## config.mk

```make
export PLATFORM = sky130hd
export DESIGN_NAME = player_move_ctrl
export DESIGN_NICKNAME = d
export VERILOG_FILES = /design/src/rtl/game_pkg.sv /design/src/rtl/map_addr_gen.sv /design/src/rtl/player_move_ctrl.sv
export SDC_FILE = /design/constraint.sdc
export NUM_CORES = 1
export LEC_CHECK = 0
export CAP_MARGIN = 20
export CORE_UTILIZATION = 49
export DETAILED_ROUTE_END_ITERATION = 12
export PLACE_DENSITY_LB_ADDON = 0.1
export SYNTH_ARGS = -nofsm -noshare
export SYNTH_HDL_FRONTEND = slang
export SYNTH_SLANG_ARGS = --single-unit
```

## constraint.sdc

```tcl
create_clock -name Clk -period 4.8 [get_ports Clk]
set_input_delay 0.48 -clock Clk [delete_from_list [all_inputs] [get_ports Clk]]
set_output_delay 0.48 -clock Clk [all_outputs]
set_load 0.05 [all_outputs]
```

## src/rtl/game_pkg.sv

```systemverilog
// Shared overworld types and map geometry used by movement and the renderers.
// Direction encoding matches the keyboard decoder output.
package game_pkg;
   localparam int MAP_W = 320;
   localparam int MAP_H = 240;

   typedef enum logic [1:0] {
      DIR_UP    = 2'd0,
      DIR_DOWN  = 2'd1,
      DIR_LEFT  = 2'd2,
      DIR_RIGHT = 2'd3
   } dir_t;

   typedef enum logic [2:0] {
      ST_IDLE,
      ST_CALC,
      ST_PROBE,
      ST_DRAIN,
      ST_DECIDE
   } move_state_t;
endpackage

```

## src/rtl/map_addr_gen.sv

```systemverilog
// Combinational (x,y) to linear map address, row stride MAP_W.
// Zero latency; no flow control.
module map_addr_gen
   import game_pkg::*;
(
   input  logic [8:0]  x,
   input  logic [7:0]  y,
   output logic [18:0] addr
);
   generate
      if (MAP_W == 320) begin : g_shift
         // y*320 = y*256 + y*64
         assign addr = ({11'd0, y} << 8) + ({11'd0, y} << 6) + {10'd0, x};
      end else begin : g_mul
         assign addr = 19'(int'(y) * MAP_W + int'(x));
      end
   endgenerate
endmodule

```

## src/rtl/player_move_ctrl.sv

```systemverilog
// Player movement sequencer: per frame tick, probes the four hitbox corners of the
// clamped target in collision RAM and commits the step only if all read back zero.
module player_move_ctrl
   import game_pkg::*;
#(
   parameter int HIT_W   = 16,
   parameter int HIT_H   = 16,
   parameter int STEP    = 2,
   parameter int START_X = 152,
   parameter int START_Y = 112
)(
   input  logic        Clk,
   input  logic        Reset_n,
   input  logic        enable,
   input  logic        frame_tick,
   input  logic        key_valid,
   input  logic [1:0]  key_dir,
   output logic [18:0] coll_addr,
   input  logic [3:0]  coll_data,
   output logic [8:0]  pos_x,
   output logic [7:0]  pos_y,
   output logic [1:0]  facing,
   output logic [1:0]  walk_frame,
   output logic        moving,
   output logic        busy
);
   localparam logic signed [10:0] X_MAX  = 11'(MAP_W - HIT_W);
   localparam logic signed [10:0] Y_MAX  = 11'(MAP_H - HIT_H);
   localparam logic signed [10:0] STEP_S = 11'(STEP);
   localparam logic [8:0]         X_OFF  = 9'(HIT_W - 1);
   localparam logic [7:0]         Y_OFF  = 8'(HIT_H - 1);

   move_state_t state_q, state_d;
   dir_t        facing_q, facing_d;
   logic [8:0]  pos_x_q, pos_x_d, tx_q, tx_d;
   logic [7:0]  pos_y_q, pos_y_d, ty_q, ty_d;
   logic [1:0]  walk_q, walk_d, corner_q, corner_d;
   logic        blocked_q, blocked_d;
   logic [18:0] coll_addr_q, coll_addr_d;

   logic signed [10:0] sx, sy;
   logic [8:0]  calc_x, ag_x;
   logic [7:0]  calc_y, ag_y;
   logic [1:0]  next_corner;
   logic [18:0] ag_addr;

   always_comb begin
      sx = signed'({2'b00, pos_x_q});
      sy = signed'({3'b000, pos_y_q});
      case (facing_q)
         DIR_UP:   sy = sy - STEP_S;
         DIR_DOWN: sy = sy + STEP_S;
         DIR_LEFT: sx = sx - STEP_S;
         default:  sx = sx + STEP_S;
      endcase
      if (sx < 11'sd0)
         sx = 11'sd0;
      else if (sx > X_MAX)
         sx = X_MAX;
      if (sy < 11'sd0)
         sy = 11'sd0;
      else if (sy > Y_MAX)
         sy = Y_MAX;
      calc_x = sx[8:0];
      calc_y = sy[7:0];
   end

   // One address generator: corner 0 straight from the clamp in CALC, then the
   // following corner from the latched target during each PROBE cycle.
   always_comb begin
      next_corner = corner_q + 2'd1;
      if (state_q == ST_CALC) begin
         ag_x = calc_x;
         ag_y = calc_y;
      end else begin
         ag_x = tx_q + (next_corner[0] ? X_OFF : 9'd0);
         ag_y = ty_q + (next_corner[1] ? Y_OFF : 8'd0);
      end
   end

   map_addr_gen u_addr (
      .x    (ag_x),
      .y    (ag_y),
      .addr (ag_addr)
   );

   always_comb begin
      state_d     = state_q;
      facing_d    = facing_q;
      pos_x_d     = pos_x_q;
      pos_y_d     = pos_y_q;
      tx_d        = tx_q;
      ty_d        = ty_q;
      walk_d      = walk_q;
      corner_d    = corner_q;
      blocked_d   = blocked_q;
      coll_addr_d = coll_addr_q;
      case (state_q)
         ST_IDLE: begin
            if (frame_tick && enable) begin
               if (key_valid) begin
                  facing_d = dir_t'(key_dir);
                  state_d  = ST_CALC;
               end else begin
                  walk_d = 2'd0;
               end
            end
         end
         ST_CALC: begin
            if (calc_x == pos_x_q && calc_y == pos_y_q) begin
               blocked_d = 1'b1;
               state_d   = ST_DECIDE;
            end else begin
               blocked_d   = 1'b0;
               tx_d        = calc_x;
               ty_d        = calc_y;
               corner_d    = 2'd0;
               coll_addr_d = ag_addr;
               state_d     = ST_PROBE;
            end
         end
         ST_PROBE: begin
            // Read data lags the address by one cycle: corner k-1 arrives in PROBE k.
            if (corner_q != 2'd0 && coll_data != 4'd0)
               blocked_d = 1'b1;
            if (corner_q == 2'd3) begin
               state_d = ST_DRAIN;
            end else begin
               corner_d    = next_corner;
               coll_addr_d = ag_addr;
            end
         end
         ST_DRAIN: begin
            if (coll_data != 4'd0)
               blocked_d = 1'b1;
            state_d = ST_DECIDE;
         end
         ST_DECIDE: begin
            if (!blocked_q) begin
               pos_x_d = tx_q;
               pos_y_d = ty_q;
               walk_d  = walk_q + 2'd1;
            end
            state_d = ST_IDLE;
         end
         default: state_d = ST_IDLE;
      endcase
   end

   always_ff @(posedge Clk or negedge Reset_n) begin
      if (!Reset_n) begin
         state_q     <= ST_IDLE;
         facing_q    <= DIR_DOWN;
         pos_x_q     <= 9'(START_X);
         pos_y_q     <= 8'(START_Y);
         tx_q        <= '0;
         ty_q        <= '0;
         walk_q      <= '0;
         corner_q    <= '0;
         blocked_q   <= 1'b0;
         coll_addr_q <= '0;
      end else begin
         state_q     <= state_d;
         facing_q    <= facing_d;
         pos_x_q     <= pos_x_d;
         pos_y_q     <= pos_y_d;
         tx_q        <= tx_d;
         ty_q        <= ty_d;
         walk_q      <= walk_d;
         corner_q    <= corner_d;
         blocked_q   <= blocked_d;
         coll_addr_q <= coll_addr_d;
      end
   end

   assign coll_addr  = coll_addr_q;
   assign pos_x      = pos_x_q;
   assign pos_y      = pos_y_q;
   assign facing     = facing_q;
   assign walk_frame = walk_q;
   assign moving     = (state_q == ST_DECIDE) && !blocked_q;
   assign busy       = (state_q != ST_IDLE);
endmodule
```

==> impl_metrics.tcl, run 1 <==
set metrics [dict create \
    violations "DRC" \
    synth-xor-area-share_pct 6.16 \
    synth-seq-cells 61 \
    track_usage_pct 26.0 \
    vias_per_cell 5.98 \
    drcViolationCount 4 \
    ant_nets 0 \
    globalplace.congestion 0.869 \
    grt_pass1_vias 4013 \
    ys.flop_type "dfrtp_1" \
    fmax_mhz 209 \
    crit_chain "inv_4 -> ha_4 -> xnor2_2 -> or3_4 -> a2111oi_4 -> a2111oi_4 -> and2b_1 -> o21ai_2 -> buf_6 -> o31ai_4 -> fa_1 -> ha_1 -> a21o_1 -> a21oi_2 -> o21bai_1 -> a21oi_2 -> nor2b_1 -> o21a_1 -> nor3_2 -> nor2_1 -> mux2_4" \
    cpMaxStageDelayCell "fa_1" \
    grt_max_degree 62 \
    rsz0062_at_grt "yes" \
    tightest_slew_ps 985 \
    setup_violations 0 \
    totalWireLength_mm 12.1 \
    critPathMaxFanout 4 \
    rr_startpoint "pos_y[1]" \
    hold_path_class "primary input to asynchronous set/reset pin" \
    dieArea_sq_um 9670 \
    nets 604 \
    htree_levels 3 \
    arrival_ps 5020 \
    synth_cells 496 \
    reg2reg_depth 21 \
    cap_violations 0 \
    vias 4024 \
    ys_types 71 \
    diodes 0 \
    fin_hold_ws_ps 281 \
    die_x_um 98.3 \
    period_needed_ps 4780 \
    drv_slew 0 \
    fin_tns_setup_ps 0 \
    synthDominantCellAreaShare_pct 29.7 \
    synth_async_sr_flop_share_pct 100 \
    antenna_found_initial 0 \
    synth_edf_count 0 \
    synth.avg_cell_area_sq_um 9.17 \
    critPathCapture "coll_addr[14]" \
    synth_top_cell_by_area "dfrtp_1" \
    yosysWarnings 0 \
    fin_skew_ps 13.3 \
    synthAdderAreaFrac_pct 9.74 \
    critPathCaptureType "register" \
    synth_compound_area_share_pct 19.3 \
    core_area_sq_um 8850 \
    drt_iter0_markers 171 \
    area_delta_synth_final_pct 24.5 \
    crit_path_max_incr_delay_ps 470 \
    fp.dieH_um 98.3 \
    numPortBuffers 50 \
    io_pins 53 \
    path_clk_slew_ps 80 \
    rows 34 \
    synth_top_family_by_area "compound AO/OA/AOI/OAI gates" \
    worstSetupStartpointType "register" \
    grt_overflow 0 \
    path_class "register to register" \
    cts-buffers-inserted 9 \
    muxShareOfSynthArea_pct 7.98 \
    cts.path.max_buffers 2 \
    drive_above_1_share_pct 23.9 \
    ys_seq_area_share_pct 33.8 \
    syn_area_sq_um 4550 \
    period_share_pct 99.5 \
    synth_area_leaders "dfrtp_1 30%, ha_1 8.0%, mux2_2 4.5%" \
    status "finished with violations" \
    critical_path_required_ps 5040 \
    r2r_slack_ps 20 \
    grt_pass1_wl_mm 19.8 \
    dp_hpwl_mm 8.48 \
    cp-startpoint "pos_y[1]" \
    firstDrtPassIters 11 \
    utilization_pct 64.0 \
    cts-root-buf "clkbuf_8" \
    yosys.area_share.simple_pct 17.4 \
    cts.sinks 61 \
    cts_tree "done" \
    r2r-end "coll_addr[14]" \
    relSlewSlack_pct 34.3 \
    finalHoldViolCount 0 \
    wire_per_inst_um 18.0 \
    initial_core_util_pct 51.4 \
    postCtsHoldBufs 0 \
    worstSkewPairLatency_ps 360 \
]
critical path: cells and delay by family (launching register included):
kind                     cells  cell delay, ps
AND/OR/NAND/NOR              5             940
AO/OA/AOI/OAI                9            1710
flip-flops                   1             430
multiplexers                 1             250
buffers and inverters        2             220
adder cells (fa/ha/maj)      3             980
XOR/XNOR                     1             140
logic make-up (layout without fill, tap and decap cells):
group	after synthesis	count (layout)
other	1	2
AO/OA/AOI/OAI	130	130
AND/OR/NAND/NOR	152	152
XOR/XNOR	32	32
adder cells (fa/ha/maj)	33	33
multiplexers	31	31
buffers and inverters	56	124
flip-flops	61	61
final cells by class:
class | count | area (sq um)
Timing Repair Buffer | 83 | 747
Inverter | 25 | 96.3
Multi-Input combinational cell | 380 | 2940
Clock buffer | 9 | 124
Fill cell | 773 | 3190
Clock inverter | 7 | 75.1
Sequential cell | 61 | 1540
Tap cell | 108 | 135
stage by stage:
step | area (sq um) | worst slack, ps | instances
final | 5660 | 24.9 | 673
after global routing | 5660 | -149 | 673
after CTS | 5420 | 22.4 | 665
after detailed placement | 5220 | -44.4 | 649
after global placement | 5220 | 112 | 649
after floorplan | 4550 | 15.0 | 497
synthesized netlist by cell type, types with 5 or more instances:
library cell	count
dfrtp_1	54
nand2_1	44
nor2_1	36
o21ai_0	36
ha_1	29
a21oi_1	27
inv_1	23
mux2_2	18
clkbuf_1	17
xnor2_1	17
nand3_1	15
xor2_1	15
nor3_1	13
o22ai_1	10
a21o_1	9
dfstp_2	7
mux2i_1	7
nand4_1	7
mux2_4	6
buf_2	5
o31ai_1	5
worst min-delay path by stage:
stage,start,to,cells after the start
floorplan,Reset_n,blocked_q,0
global placement,corner_q[0],corner_q[0],1
detailed placement,tx_q[0],tx_q[0],1
CTS,Reset_n,facing[1],2
global route,Reset_n,blocked_q,2
finish,Reset_n,facing[1],2
routing by layer:
layer  up-vias  wire length [um]  global-route usage, %
li1       1903                 -                      -
met1      2005              5250                   34.1
met2        93              6040                   43.6
met3        23               500                   3.65
met4         0               320                   10.2
met5         -                 0                      0
registers in the layout, summed over array words and instances, names as in the netlist, 2 cells and up:
register / flops
walk_frame: 2
ty_q: 8
pos_x: 9
pos_y: 8
coll_addr: 17
corner_q: 2
facing: 2
tx_q: 9
state_q: 3
cell usage in the layout (no fill, tap or decap), types with 18 or more instances in the layout:
| cell | Yosys | final |
|---|---|---|
| dfrtp_1 | 54 | 50 |
| clkdlybuf4s50_1 | 0 | 49 |
| buf_4 | 4 | 32 |
| a21oi_1 | 27 | 22 |
| ha_1 | 29 | 25 |
| o21ai_0 | 36 | 33 |
| nor2_1 | 36 | 30 |
| mux2_2 | 18 | 18 |
| inv_1 | 23 | 20 |
| nand2_1 | 44 | 44 |
timing repair:
action / CTS / global route
gates cloned: 0 / 0
gates resized for setup: 1 / 41
hold endpoints to repair: 0 / 0
pin swaps: 0 / 20
setup buffers: 0 / 8
setup endpoints to repair: 2 / 4
Power of run 1 is left out: the tool's default activity adds up to more than one toggle a clock period on the data nets, which glitch-free logic cannot reach.
==> run 2: changes to the inputs <==
--- a/config.mk
+++ b/config.mk
@@ -5,9 +5,11 @@
 export SDC_FILE = /design/constraint.sdc
 export NUM_CORES = 1
 export LEC_CHECK = 0
+export ABC_AREA = 1
 export CAP_MARGIN = 20
 export CORE_UTILIZATION = 49
 export DETAILED_ROUTE_END_ITERATION = 12
+export HOLD_SLACK_MARGIN = 0.05
 export PLACE_DENSITY_LB_ADDON = 0.1
 export SYNTH_ARGS = -nofsm -noshare
 export SYNTH_HDL_FRONTEND = slang
==> impl_metrics.tcl, run 2 <==
set metrics [dict create \
    synthTopCellsByCount "216 x nand2_1, 73 x inv_1, 72 x nand3_1" \
    drcViolationCount 0 \
    synth_top_cell_by_area "dfrtp_1" \
    stdcell_area_sq_um 5310 \
    cpMaxStageDelayCell "dfstp_2" \
    worstSetupStartpointType "register" \
    drt_iter0_markers 195 \
    grt_pass1_wl_mm 19.7 \
    postCtsHoldBufs 0 \
    synth_area_leaders "dfrtp_1 30%, nand2_1 18%, ha_1 7.9%" \
    vias_per_cell 5.39 \
    rsz0062_at_grt "no" \
    wl_met2_mm 5.63 \
    firstDrtPassIters 4 \
    syn_area_sq_um 4570 \
    yosys.cell_count.top_type "nand2_1" \
    rows 34 \
    track_usage_pct 25.2 \
    cap_violations 0 \
    path_buf_inv 2 \
    synth.avg_cell_area_sq_um 6.75 \
    ys_seq_area_share_pct 33.6 \
    ys.flop_type "dfrtp_1" \
    die_x_um 98.6 \
    critical_path_required_ps 5030 \
    io_pins 53 \
    vias 4480 \
    period_share_pct 87.4 \
    antenna_found_initial 0 \
    diodes 0 \
    wire_per_inst_um 14.0 \
    path_class "register to register" \
    cts.path.max_buffers 2 \
    hold_path_class "primary input to asynchronous set/reset pin" \
    grt_overflow 0 \
    globalplace.congestion 0.913 \
    fin_skew_ps 7.59 \
    drv_slew 0 \
    critPathCaptureType "register" \
    nets 762 \
    finalWorstSetupSlack_ps 606 \
    totalWireLength_mm 11.6 \
    ys_types 36 \
    drive_above_1_share_pct 5.39 \
    grt_max_degree 62 \
    period_needed_ps 4190 \
    cts-root-buf "clkbuf_8" \
    core_area_sq_um 8890 \
    path_clk_slew_ps 70 \
    fmax_mhz 238 \
    numPortBuffers 50 \
    multi_input_area_sq_um 2640 \
    top_layer "met4" \
    arrival_ps 4420 \
    fin_tns_setup_ps 0 \
    initial_core_util_pct 51.4 \
    critPathMaxFanout 10 \
    wl_met1_mm 5.34 \
    layout_commonest_cell "nand2_1" \
    final_cell_mix "216 x nand2_1, 73 x inv_1, 72 x nand3_1" \
    path_common_cell "nand2_1" \
    fp.dieH_um 98.6 \
    crit_chain "inv_2 -> nor2_2 -> nor2_1 -> nand2_1 -> nand2_1 -> nand2_1 -> nand2_1 -> nor2_1 -> nand3_2 -> nand3_1 -> o21ai_0 -> fa_1 -> inv_1 -> fa_1 -> o21ai_1 -> a21oi_1 -> o21ai_1 -> nand2_1 -> nand2_1 -> a21oi_1 -> xor2_1 -> nand2_1 -> nand2_1" \
    placed_cell_area_sq_um 5100 \
    cts_setup_buffers 0 \
    cts.sinks 61 \
    relSlewSlack_pct 47.5 \
    finalHoldViolCount 0 \
    cts_resized 0 \
    dp_hpwl_mm 8.73 \
    ant_nets 0 \
    n_fill_cell 835 \
    cts-buffers-inserted 9 \
    grt_pass1_vias 4245 \
    fin_hold_ws_ps 307 \
    crit_path_max_incr_delay_ps 610 \
    worstSkewPairLatency_ps 340 \
    cts_tree "done" \
    ff_latch_area_sq_um 1540 \
    yosysWarnings 0 \
    wl_met3_um 506 \
    dieArea_sq_um 9720 \
    synthDominantCellAreaShare_pct 29.6 \
    largest_reg_flops 17 \
    synth_async_sr_flop_share_pct 100 \
    synth_edf_count 0 \
    cp_top_family "simple AND/OR/NAND/NOR gates" \
    area_delta_synth_final_pct 16.1 \
    setup_violations 0 \
    status "complete, no violations" \
    dp_slack_ps 418 \
    synth_cells 677 \
    tightest_slew_ps 788 \
    synth-seq-cells 61 \
    htree_levels 3 \
]
-- run 2: cell types whose count changed after synthesis, moves of 6 or more --
cell	previous run	this run
nand2_1	44	216
nand3_1	15	72
inv_1	23	73
nor2_1	36	64
o21ai_0	36	57
mux2_2	18	0
xnor2_1	17	1
a21o_1	9	0
nor3_1	13	4
clkbuf_1	17	10
mux2i_1	7	0
mux2_4	6	0
-- run 2: layout make-up --
class	instances	area share [%]
clock buffer	13	3.18
timing repair buffer	52	9.61
sequential	61	28.9
multi-input combinational	519	49.6
tap	108	2.54
clock inverter	3	0.801
inverter	75	5.30
-- run 2: worst register-to-register path: stages, from the launching register on --
cell	delay, ps
dfstp_2	610
inv_2	80
nor2_2	250
nor2_1	80
nand2_1	90
nand2_1	70
nand2_1	60
nand2_1	60
nor2_1	130
nand3_2	190
nand3_1	180
o21ai_0	190
fa_1	610
inv_1	70
fa_1	450
o21ai_1	210
a21oi_1	90
o21ai_1	190
nand2_1	70
nand2_1	60
a21oi_1	70
xor2_1	160
nand2_1	70
nand2_1	50
-- run 2: through the flow --
stage / utilization (%) / instances
2_1_floorplan: - / 678
3_3_place_gp: 57.3 / 815
3_5_place_dp: 57.3 / 815
4_1_cts: 59.7 / 831
5_1_grt: 59.7 / 831
6_report: 59.7 / 831
-- run 2: path summary, 6_finish.rpt --
check                           endpoint  cells past startpoint  slack (ps)       from
min reg2reg                      tx_q[8]                      2         500    tx_q[8]
min                             pos_x[1]                      2         310    Reset_n
max in group asynchronous        ty_q[2]                      2        3980    Reset_n
min in group Clk                 tx_q[8]                      2         500    tx_q[8]
max                        coll_addr[15]                     23         610  facing[0]
max reg2reg                coll_addr[15]                     23         610  facing[0]
-- run 2: cells by family after synthesis --
logic type                 synth area share [%]
buffers and inverters                      8.84
adders and majority gates                  9.69
AOI/OAI and AO/OA                          10.3
and+or+nand+nor                            35.4
xor gates and xnor gates                   2.11
other                                    0.0820
DFF                                        33.6
-- run 2: layer usage --
layer  vias up  GRT usage [%]
met5         -              0
met4         0           6.54
met3        14           4.11
met2       115           43.7
met1      2084           32.9
li1       2267              -
Power of run 2 is left out for the same reason.
